<file path="src/rtl/mem_arbiter_if.sv">
// mem_arbiter_if: fetch, data and memory-side signals of the shared-memory
// arbiter. The slave modport is the arbiter; the master modport is the
// surrounding system (both requesters plus the memory array).
interface mem_arbiter_if;
  // instruction-fetch requester
  logic        if_req;
  logic [31:0] if_addr;
  logic        if_ack;
  logic [31:0] if_rdata;
  logic        if_err;
  // data load/store requester
  logic        dm_req;
  logic        dm_we;
  logic [3:0]  dm_be;
  logic [31:0] dm_addr;
  logic [31:0] dm_wdata;
  logic        dm_ack;
  logic [31:0] dm_rdata;
  logic        dm_err;
  // unified memory array
  logic [31:0] mem_addr;
  logic [31:0] mem_rdata;
  logic        mem_we;
  logic [3:0]  mem_be;
  logic [31:0] mem_wdata;
  // status
  logic        busy;

  modport slave (
    input  if_req, if_addr,
    input  dm_req, dm_we, dm_be, dm_addr, dm_wdata,
    input  mem_rdata,
    output if_ack, if_rdata, if_err,
    output dm_ack, dm_rdata, dm_err,
    output mem_addr, mem_we, mem_be, mem_wdata,
    output busy
  );

  modport master (
    output if_req, if_addr,
    output dm_req, dm_we, dm_be, dm_addr, dm_wdata,
    output mem_rdata,
    input  if_ack, if_rdata, if_err,
    input  dm_ack, dm_rdata, dm_err,
    input  mem_addr, mem_we, mem_be, mem_wdata,
    input  busy
  );
endinterface

</file>
<file path="src/rtl/mem_arbiter.sv">
// mem_arbiter: shares one byte-addressed 32-bit little-endian memory between
// the fetch and data requesters. One access at a time: IDLE -> WAIT (x N) ->
// ACK -> IDLE. Read data is captured into per-requester registers at the end
// of the ACK cycle; stores pulse mem_we during ACK only. Misaligned requests
// skip the memory and are acknowledged with err set.
// Optional feature: define MEM_ARB_RR_EN for round-robin arbitration; without
// it the data requester has fixed priority over fetch.
module mem_arbiter #(
  parameter int unsigned WAIT_CYCLES = 2  // wait states per access, 0..15
) (
  input  logic          clk,
  input  logic          rst,
  mem_arbiter_if.slave  bus
);

  typedef enum logic [1:0] {
    S_IDLE = 2'd0,
    S_WAIT = 2'd1,
    S_ACK  = 2'd2
  } state_t;

  localparam logic [3:0] WAIT_INIT = 4'(WAIT_CYCLES);
  localparam bit         NO_WAIT   = (WAIT_CYCLES == 0);

  state_t      state_q, state_d;
  logic [3:0]  cnt_q, cnt_d;
  logic        sel_dm_q, sel_dm_d;   // granted requester: 1 = data, 0 = fetch
  logic        we_q, we_d;           // granted access is a store
  logic        err_q, err_d;         // granted access is misaligned
  logic [31:0] mem_addr_q, mem_addr_d;
  logic [3:0]  mem_be_q, mem_be_d;
  logic [31:0] mem_wdata_q, mem_wdata_d;
  logic [31:0] if_rdata_q, if_rdata_d;
  logic [31:0] dm_rdata_q, dm_rdata_d;

  logic        any_req;
  logic        grant_dm;
  logic [31:0] req_addr;
  logic        req_misaligned;

`ifdef MEM_ARB_RR_EN
  // 1 = fetch is favoured on the next contended grant
  logic rr_fetch_q, rr_fetch_d;

  // round-robin pointer: after serving data favour fetch and vice versa
  always_ff @(posedge clk) begin
    if (rst) rr_fetch_q <= 1'b1;
    else     rr_fetch_q <= rr_fetch_d;
  end

  // pointer moves only when a transaction completes its ACK cycle
  always_comb begin
    rr_fetch_d = rr_fetch_q;
    if (state_q == S_ACK) rr_fetch_d = sel_dm_q;
  end

  // grant data unless fetch is also asking and fetch is favoured
  always_comb begin
    grant_dm = bus.dm_req && !(bus.if_req && rr_fetch_q);
  end
`else
  // fixed priority: data always wins
  always_comb begin
    grant_dm = bus.dm_req;
  end
`endif

  // request-side decode used only in IDLE
  always_comb begin
    any_req        = bus.if_req || bus.dm_req;
    req_addr       = grant_dm ? bus.dm_addr : bus.if_addr;
    req_misaligned = (req_addr[1:0] != 2'b00);
  end

  // state and datapath registers; reset drops any in-flight transaction
  always_ff @(posedge clk) begin
    if (rst) begin
      state_q     <= S_IDLE;
      cnt_q       <= 4'd0;
      sel_dm_q    <= 1'b0;
      we_q        <= 1'b0;
      err_q       <= 1'b0;
      mem_addr_q  <= 32'd0;
      mem_be_q    <= 4'd0;
      mem_wdata_q <= 32'd0;
      if_rdata_q  <= 32'd0;
      dm_rdata_q  <= 32'd0;
    end else begin
      state_q     <= state_d;
      cnt_q       <= cnt_d;
      sel_dm_q    <= sel_dm_d;
      we_q        <= we_d;
      err_q       <= err_d;
      mem_addr_q  <= mem_addr_d;
      mem_be_q    <= mem_be_d;
      mem_wdata_q <= mem_wdata_d;
      if_rdata_q  <= if_rdata_d;
      dm_rdata_q  <= dm_rdata_d;
    end
  end

  // next-state: grant and latch in IDLE, count wait states, capture in ACK
  always_comb begin
    state_d     = state_q;
    cnt_d       = cnt_q;
    sel_dm_d    = sel_dm_q;
    we_d        = we_q;
    err_d       = err_q;
    mem_addr_d  = mem_addr_q;
    mem_be_d    = mem_be_q;
    mem_wdata_d = mem_wdata_q;
    if_rdata_d  = if_rdata_q;
    dm_rdata_d  = dm_rdata_q;

    unique case (state_q)
      S_IDLE: begin
        if (any_req) begin
          sel_dm_d = grant_dm;
          we_d     = grant_dm && bus.dm_we;
          err_d    = req_misaligned;
          if (req_misaligned) begin
            // no memory access: memory-side registers keep their value
            state_d = S_ACK;
          end else begin
            mem_addr_d = {req_addr[31:2], 2'b00};
            if (grant_dm && bus.dm_we) begin
              mem_be_d    = bus.dm_be;
              mem_wdata_d = bus.dm_wdata;
            end
            cnt_d   = WAIT_INIT;
            state_d = NO_WAIT ? S_ACK : S_WAIT;
          end
        end
      end

      S_WAIT: begin
        cnt_d = cnt_q - 4'd1;
        if (cnt_q == 4'd1) state_d = S_ACK;
      end

      S_ACK: begin
        // read data is sampled at the edge that ends ACK; stores and
        // misaligned accesses leave the read registers untouched
        if (!err_q && !we_q) begin
          if (sel_dm_q) dm_rdata_d = bus.mem_rdata;
          else          if_rdata_d = bus.mem_rdata;
        end
        state_d = S_IDLE;
      end

      default: begin
        state_d = S_IDLE;
      end
    endcase
  end

  // outputs decoded from registered state only
  always_comb begin
    bus.busy      = (state_q != S_IDLE);
    bus.if_ack    = (state_q == S_ACK) && !sel_dm_q;
    bus.dm_ack    = (state_q == S_ACK) &&  sel_dm_q;
    bus.if_err    = bus.if_ack && err_q;
    bus.dm_err    = bus.dm_ack && err_q;
    bus.mem_we    = (state_q == S_ACK) && sel_dm_q && we_q && !err_q;
    bus.mem_addr  = mem_addr_q;
    bus.mem_be    = mem_be_q;
    bus.mem_wdata = mem_wdata_q;
    bus.if_rdata  = if_rdata_q;
    bus.dm_rdata  = dm_rdata_q;
  end

endmodule

</file>
<file path="src/flat_wrapper.sv">
// flat-port wrapper written by rule: the top's interface ports become plain ports
module mem_arbiter_flat 
#(
  parameter int unsigned WAIT_CYCLES = 2                                  
)
  (clk, rst, bus_if_req, bus_if_addr, bus_dm_req, bus_dm_we, bus_dm_be, bus_dm_addr, bus_dm_wdata, bus_mem_rdata, bus_if_ack, bus_if_rdata, bus_if_err, bus_dm_ack, bus_dm_rdata, bus_dm_err, bus_mem_addr, bus_mem_we, bus_mem_be, bus_mem_wdata, bus_busy);
  mem_arbiter_if bus_i ();
  input  logic clk;
  input  logic rst;
  input wire logic [$bits(bus_i.if_req)-1:0] bus_if_req;
  input wire logic [$bits(bus_i.if_addr)-1:0] bus_if_addr;
  input wire logic [$bits(bus_i.dm_req)-1:0] bus_dm_req;
  input wire logic [$bits(bus_i.dm_we)-1:0] bus_dm_we;
  input wire logic [$bits(bus_i.dm_be)-1:0] bus_dm_be;
  input wire logic [$bits(bus_i.dm_addr)-1:0] bus_dm_addr;
  input wire logic [$bits(bus_i.dm_wdata)-1:0] bus_dm_wdata;
  input wire logic [$bits(bus_i.mem_rdata)-1:0] bus_mem_rdata;
  output wire logic [$bits(bus_i.if_ack)-1:0] bus_if_ack;
  output wire logic [$bits(bus_i.if_rdata)-1:0] bus_if_rdata;
  output wire logic [$bits(bus_i.if_err)-1:0] bus_if_err;
  output wire logic [$bits(bus_i.dm_ack)-1:0] bus_dm_ack;
  output wire logic [$bits(bus_i.dm_rdata)-1:0] bus_dm_rdata;
  output wire logic [$bits(bus_i.dm_err)-1:0] bus_dm_err;
  output wire logic [$bits(bus_i.mem_addr)-1:0] bus_mem_addr;
  output wire logic [$bits(bus_i.mem_we)-1:0] bus_mem_we;
  output wire logic [$bits(bus_i.mem_be)-1:0] bus_mem_be;
  output wire logic [$bits(bus_i.mem_wdata)-1:0] bus_mem_wdata;
  output wire logic [$bits(bus_i.busy)-1:0] bus_busy;
  assign bus_i.if_req = bus_if_req;
  assign bus_i.if_addr = bus_if_addr;
  assign bus_i.dm_req = bus_dm_req;
  assign bus_i.dm_we = bus_dm_we;
  assign bus_i.dm_be = bus_dm_be;
  assign bus_i.dm_addr = bus_dm_addr;
  assign bus_i.dm_wdata = bus_dm_wdata;
  assign bus_i.mem_rdata = bus_mem_rdata;
  assign bus_if_ack = bus_i.if_ack;
  assign bus_if_rdata = bus_i.if_rdata;
  assign bus_if_err = bus_i.if_err;
  assign bus_dm_ack = bus_i.dm_ack;
  assign bus_dm_rdata = bus_i.dm_rdata;
  assign bus_dm_err = bus_i.dm_err;
  assign bus_mem_addr = bus_i.mem_addr;
  assign bus_mem_we = bus_i.mem_we;
  assign bus_mem_be = bus_i.mem_be;
  assign bus_mem_wdata = bus_i.mem_wdata;
  assign bus_busy = bus_i.busy;
  mem_arbiter #(.WAIT_CYCLES(WAIT_CYCLES)) u_core (.clk(clk), .rst(rst), .bus(bus_i));
endmodule
</file>
<file path="config.mk">
export PLATFORM = sky130hd
export DESIGN_NAME = mem_arbiter_flat
export DESIGN_NICKNAME = d
export VERILOG_FILES = /design/src/rtl/mem_arbiter_if.sv /design/src/rtl/mem_arbiter.sv /design/src/flat_wrapper.sv
export SDC_FILE = /design/constraint.sdc
export NUM_CORES = 1
export LEC_CHECK = 0
export CORE_ASPECT_RATIO = 1.5
export CORE_MARGIN = 3
export CORE_UTILIZATION = 43
export CTS_CLUSTER_SIZE = 40
export DETAILED_ROUTE_END_ITERATION = 8
export PLACE_DENSITY = 0.86
export REMOVE_ABC_BUFFERS = 1
export SLEW_MARGIN = 20
export SYNTH_ARGS = -nofsm -noshare
export SYNTH_HDL_FRONTEND = slang
export SYNTH_SLANG_ARGS = --single-unit
</file>
<file path="constraint.sdc">
create_clock -name clk -period 3.35 [get_ports clk]
set_input_delay 0.67 -clock clk [delete_from_list [all_inputs] [get_ports clk]]
set_output_delay 0.67 -clock clk [all_outputs]
set_load 0.01 [all_outputs]
</file>
Word level (Yosys, flattened, before mapping):

Index checks and enable logic that the tools add are counted.

* add/subtract/negate cells: 1
* equal/unequal tests: 6
* muxes and demuxes: 8
* bitwise operators: 2
* reductions and logical operators: 23

Operators with widths (number)
* $mux W32: 1
* $reduce_and A3 Y1: 4
* $logic_and A1 B1 Y1: 8
* $mux W4: 2
* $pmux W4 S2: 1
* $mux W2: 3
* $reduce_bool A2 Y1: 3
* $eq A4 B1 Y1 const B: 1
* $ne A2 B1 Y1 const B: 2
* $pmux W2 S2: 1
* $reduce_and A2 Y1: 2
* $reduce_and A4 Y1: 1
* $sub A4 B1 Y4 const B: 1
* $logic_not A1 Y1: 3
* $eq A2 B1 Y1 const B: 1
* $eq A2 B2 Y1 const B: 1
* $logic_not A2 Y1: 1
* $ne A2 B2 Y1 const B: 1
* $not A1 Y1: 2
* $logic_or A1 B1 Y1: 1

* flip-flop bits (word level): 139
* bits of input ports: 137
* output and inout port bits: 138
* logic and storage cells: 50

Longest topological paths before layout:

* depth after elaboration: 5
* depth in mapped cells: 6
* mapped depth without buffers: 5

Worst setup path before layout:

No wires, ideal clock.

* kind: input-to-reg
* from: in bus_dm_req
* to: reg u_core.mem_addr_q[17], in the netlist u_core.bus.mem_addr[17]
* setup time: 0.146 ns
* data arrival time: 1.977 ns
* required time: 3.204 ns
* setup slack: 1.227 ns
* stages: 5
* path buffers: 2
* path through: buf_2 or3_4 a211oi_4 buf_2 a211oi_2

* word-level cells in the longest chain between the ends: 4
* elaborated cells on any way between the ends: 5
* those cells by class: 1 x mux; 1 x bitwise; 3 x reduce/logical

Ends and longest elaborated chain
* start, declared: RTL line flat_wrapper.sv:12 `input wire logic [$bits(bus_i.dm_req)-1:0] bus_dm_req;`
* $mux W32: RTL line mem_arbiter.sv:71 `req_addr = grant_dm ? bus.dm_addr : bus.if_addr;`
* $reduce_bool A2 Y1: RTL line mem_arbiter.sv:72 `req_misaligned = (req_addr[1:0] != 2'b00);`
* $not A1 Y1 (no source line)
* $reduce_and A3 Y1 (no source line)
* end signal, assigned: RTL line mem_arbiter.sv:94 `mem_addr_q <= mem_addr_d;`
* end, declared: RTL line mem_arbiter.sv:30 `logic [31:0] mem_addr_q, mem_addr_d;`

Parallel ways exist; a longest one is shown, timed or not.
A chain may end at the register's enable or synchronous reset.

Final worst setup path:

* from: reg u_core.state_q[1]
* to: out bus_if_err

* word-level cells in the longest chain between the ends: 3

Ends and longest elaborated chain
* start, declared: RTL line mem_arbiter.sv:25 `state_t state_q, state_d;`
* start signal, assigned: RTL line mem_arbiter.sv:89 `state_q <= state_d;`
* $eq A2 B2 Y1: RTL line mem_arbiter.sv:160 `bus.if_ack = (state_q == S_ACK) && !sel_dm_q;`
* $logic_and A1 B1 Y1: RTL line mem_arbiter.sv:160
* $logic_and A1 B1 Y1: RTL line mem_arbiter.sv:162 `bus.if_err = bus.if_ack && err_q;`
* end, declared: RTL line flat_wrapper.sv:20 `output wire logic [$bits(bus_i.if_err)-1:0] bus_if_err;`

No other way between the ends.

==> key figures <==
Run status
  – Result of the run: finished, final reports clean

Logic synthesis
  – Cells taking the most area after synthesis: dfxtp_1 52%, nand2_1 14%, a21oi_1 10%
  – Library cell occupying the most area in the post-synthesis netlist: dfxtp_1
  – Share of synthesized area spent on multiplexers: a little under 6%
  – Share of synthesized registers carrying an async set or reset: 0%
  – Netlist area before placement: 5320 sq um
  – Most frequent cells after synthesis: 203 x nand2_1, 139 x dfxtp_1, 106 x a21oi_1
  – Area share of the largest cell type after synthesis: between 50 and 60%
  – Number of different library cells in the post-synthesis netlist: 34
  – Seq cells post-synth: 139
  – EDFF count, synth: 0
  – Top_reg_cell synth: dfxtp_1
  – Post-synthesis instance total: roughly 630
  – Area fraction in and, or, nand and nor cells after synthesis: 19.8%
  – Post-Synth XOR/XNOR Area: 0.165%
  – Post-synthesis compound-gate area fraction: between 10% and 20%
  – Main combinational cell family by area after synthesis: simple AND/OR/NAND/NOR gates
  – Share of the yosys chip area belonging to registers: around 52%
  – Average size of a mapped cell: 8.41 sq um
  – Arithmetic-cell share of the synthesized area counting full adders, half adders and majority gates: 0.471%
  – Leading cell type by number of instances after synthesis: nand2_1
  – Number of warnings reported in the yosys synthesis log: 0

Clocking
  – Maximum buffer depth of the clock tree: 2
  – Total clock buffers created by CTS: 17
  – CTS root buffer: clkbuf_16
  – Clock tree from TritonCTS: done
  – CTS clk-pin slew, worst paths: 0.06 ns
  – Clock sink count: 139
  – Worst-skew pair later-pin latency: 0.40 ns
  – CTS resizes: 0
  – CTS hold repair buffers: 0
  – Post-CTS repair timing setup buffer count: 0
  – Number of levels in the clock H-tree: 4

Placed design
  – Half-perimeter wire length of the detailed placement result: roughly 12 mm
  – Port-buffer cells: 272
  – Routability-driven placement congestion ratio: 0.802

Timing
  – Total setup violations reported at the end of the flow: 0
  – Tightest hold margin: around 0.45 ns
  – Max_slew headroom: ~64%
  – Setup repair after global routing missed its margin: no
  – Post-Route Setup TNS: 0 ns
  – Tmin final: roughly 2.7 ns
  – Final number of hold-violating endpoints: 0
  – Highest achievable clock rate: 374 MHz
  – Final max-slew violation count: 0
  – Portion of the clock cycle consumed by the worst path in the final layout: 79.7%
  – Worst clock skew: 0.00776 ns
  – Transition time at the pin with the least slew margin: 0.534 ns

Detailed routing
  – Initial detailed-routing violation count: 157
  – Count of antenna-violating nets left after detailed routing: 0
  – Met3 WL post-DR: 820 um
  – Met2 WL post-DR: 8.99 mm
  – Vias after detailed routing: approximately 5200
  – Top layer reached by signal wires: met4
  – Drt drc: 0
  – Met1 wire length: 6.15 mm
  – Detailed-router iteration count before antenna repair: 4
  – Via density per instance: slightly below 5
  – Average wire length per cell after detail routing: around 16 um
  – Overall routed net length: 16.5 mm

Global route
  – GR Overflow Total: 0
  – Overall fraction of global-route tracks in use: 22.7%
  – Maximum number of pins on one net before global-route repair: 65
  – Global-route wire length before repair: 25.0 mm
  – Vias in the first global route: 4918
  – Initial antenna violation count: 1

Layout
  – Number of inserted filler cells in the final layout: 905
  – Ratio of cells with drive above 1 in the final layout: 7.24%
  – Area delta synth->final: 63.4%
  – Fin nets: roughly 1000

Floorplan
  – I/O pin cnt: between 200 and 300
  – Starting density of the core: between 40% and 50%
  – Row cnt: 49
  – Die Y-Extent: 142 um
  – Floorplan core area: 12000 sq um
  – Die extent in x: ~97 um
  – Total Die Area: roughly 14000 sq um

Power
  – VDD IR max: 0.301 mV
  – Cell leakage power: 0.00308 uW
  – Power per unit of standard cell area: 480 nW/um^2

Critical path
  – Cells along the critical path: nor3b_1 -> and2_1 -> clkdlybuf4s50_1
  – Data arrival time of the critical path: 2.00 ns
  – Biggest cell delay along the critical path: 0.54 ns
  – Worst Path Required: 2.68 ns
  – Standard cell with the maximum stage delay on the critical path: clkdlybuf4s50_1
  – Critical path class: reg -> out
  – CP startpoint kind: flop
  – Capturing element type of the critical path: output pin
  – Crit path max fanout: 8

Worst hold path
  – Worst min-delay path class: reg -> reg

Run
  – Max-cap violations: 0
==> flip-flops by register name, summed over array words and instances (netlist names) <==
signal                count
u_core.bus.dm_rdata      32
u_core.bus.if_rdata      32
u_core.bus.mem_addr      30
u_core.bus.mem_be         4
u_core.bus.mem_wdata     32
u_core.cnt_q              4
u_core.err_q              1
u_core.sel_dm_q           1
u_core.state_q            2
u_core.we_q               1
==> worst max-delay path, delay by kind of cell, from the launching register on <==
kind                   cells  cell delay [ns]
and+or+nand+nor            2             0.61
buffers and inverters      1             0.54
DFF                        1             0.44
==> path summary, 6_finish.rpt <==
| check | startpoint | to | slack [ns] | depth (start not counted) |
|---|---|---|---|---|
| setup reg to reg | u_core.state_q[1] | u_core.bus.mem_addr[24] | 1.29 | 6 |
| setup / recovery | u_core.state_q[1] | bus_if_err | 0.68 | 3 |
| hold / removal | u_core.bus.mem_wdata[15] | u_core.bus.mem_wdata[15] | 0.45 | 2 |
| hold reg to reg | u_core.bus.mem_wdata[15] | u_core.bus.mem_wdata[15] | 0.45 | 2 |
==> cells by family (layout without fill, tap and decap cells) <==
kind of cell	count (synthesis)	count (layout)
compound gates	142	142
xor+xnor	1	1
fa+ha+maj	2	2
buf+inv	52	317
flops	139	139
mux	31	31
other cells	1	3
simple gates	264	264
==> placed cells by master (no fill, tap or decap), types with 3 or more instances in the layout <==
cell type and instances:
a21oi_1 106, nor2_1 41, buf_4 9, clkbuf_16 17
clkdlybuf4s50_1 270, nand2_1 203, a211oi_1 12, inv_1 5
mux2i_1 31, and2_1 4, clkinv_2 4, dfxtp_1 139
clkbuf_8 3, a211oi_2 18
==> cell type report <==
class                   instances  area [sq um]  share of cell area (%)
diodes                          1          2.50                  0.0288
clock buffers                  20           467                    5.37
clock inverters                10          92.6                    1.07
flip-flops and latches        139          2780                    32.0
well taps                     153           191                    2.20
repair buffers                282          2820                    32.4
multi-input cells             442          2320                    26.7
inverters                       5          18.8                   0.216
==> layer usage <==
layer	up-vias	global-route usage (%)
met5	-	0
met4	0	10.3
met3	32	5.84
met2	169	41.8
met1	2386	24.2
li1	2612	-
==> report_power, final <==
part / internal, uW / total, uW / switching, uW
combinational: 357 / 647 / 290
sequential: 1730 / 1780 / 46.6
clock: 1070 / 1750 / 674
total: 3160 / 4170 / 1010
==> per-stage QoR <==
step	utilization (%)	area (sq um)	setup WS [ns]	instances	total power (uW)
2_1_floorplan	-	5110	0.163	586	2040
3_3_place_gp	67.6	8120	0.573	1021	2450
3_5_place_dp	67.6	8120	0.513	1021	2460
4_1_cts	72.3	8680	0.641	1051	4210
5_1_grt	72.3	8690	0.548	1052	4330
6_report	72.3	8690	0.679	1052	4170
Note: power is estimated with default switching activity, not from simulation.
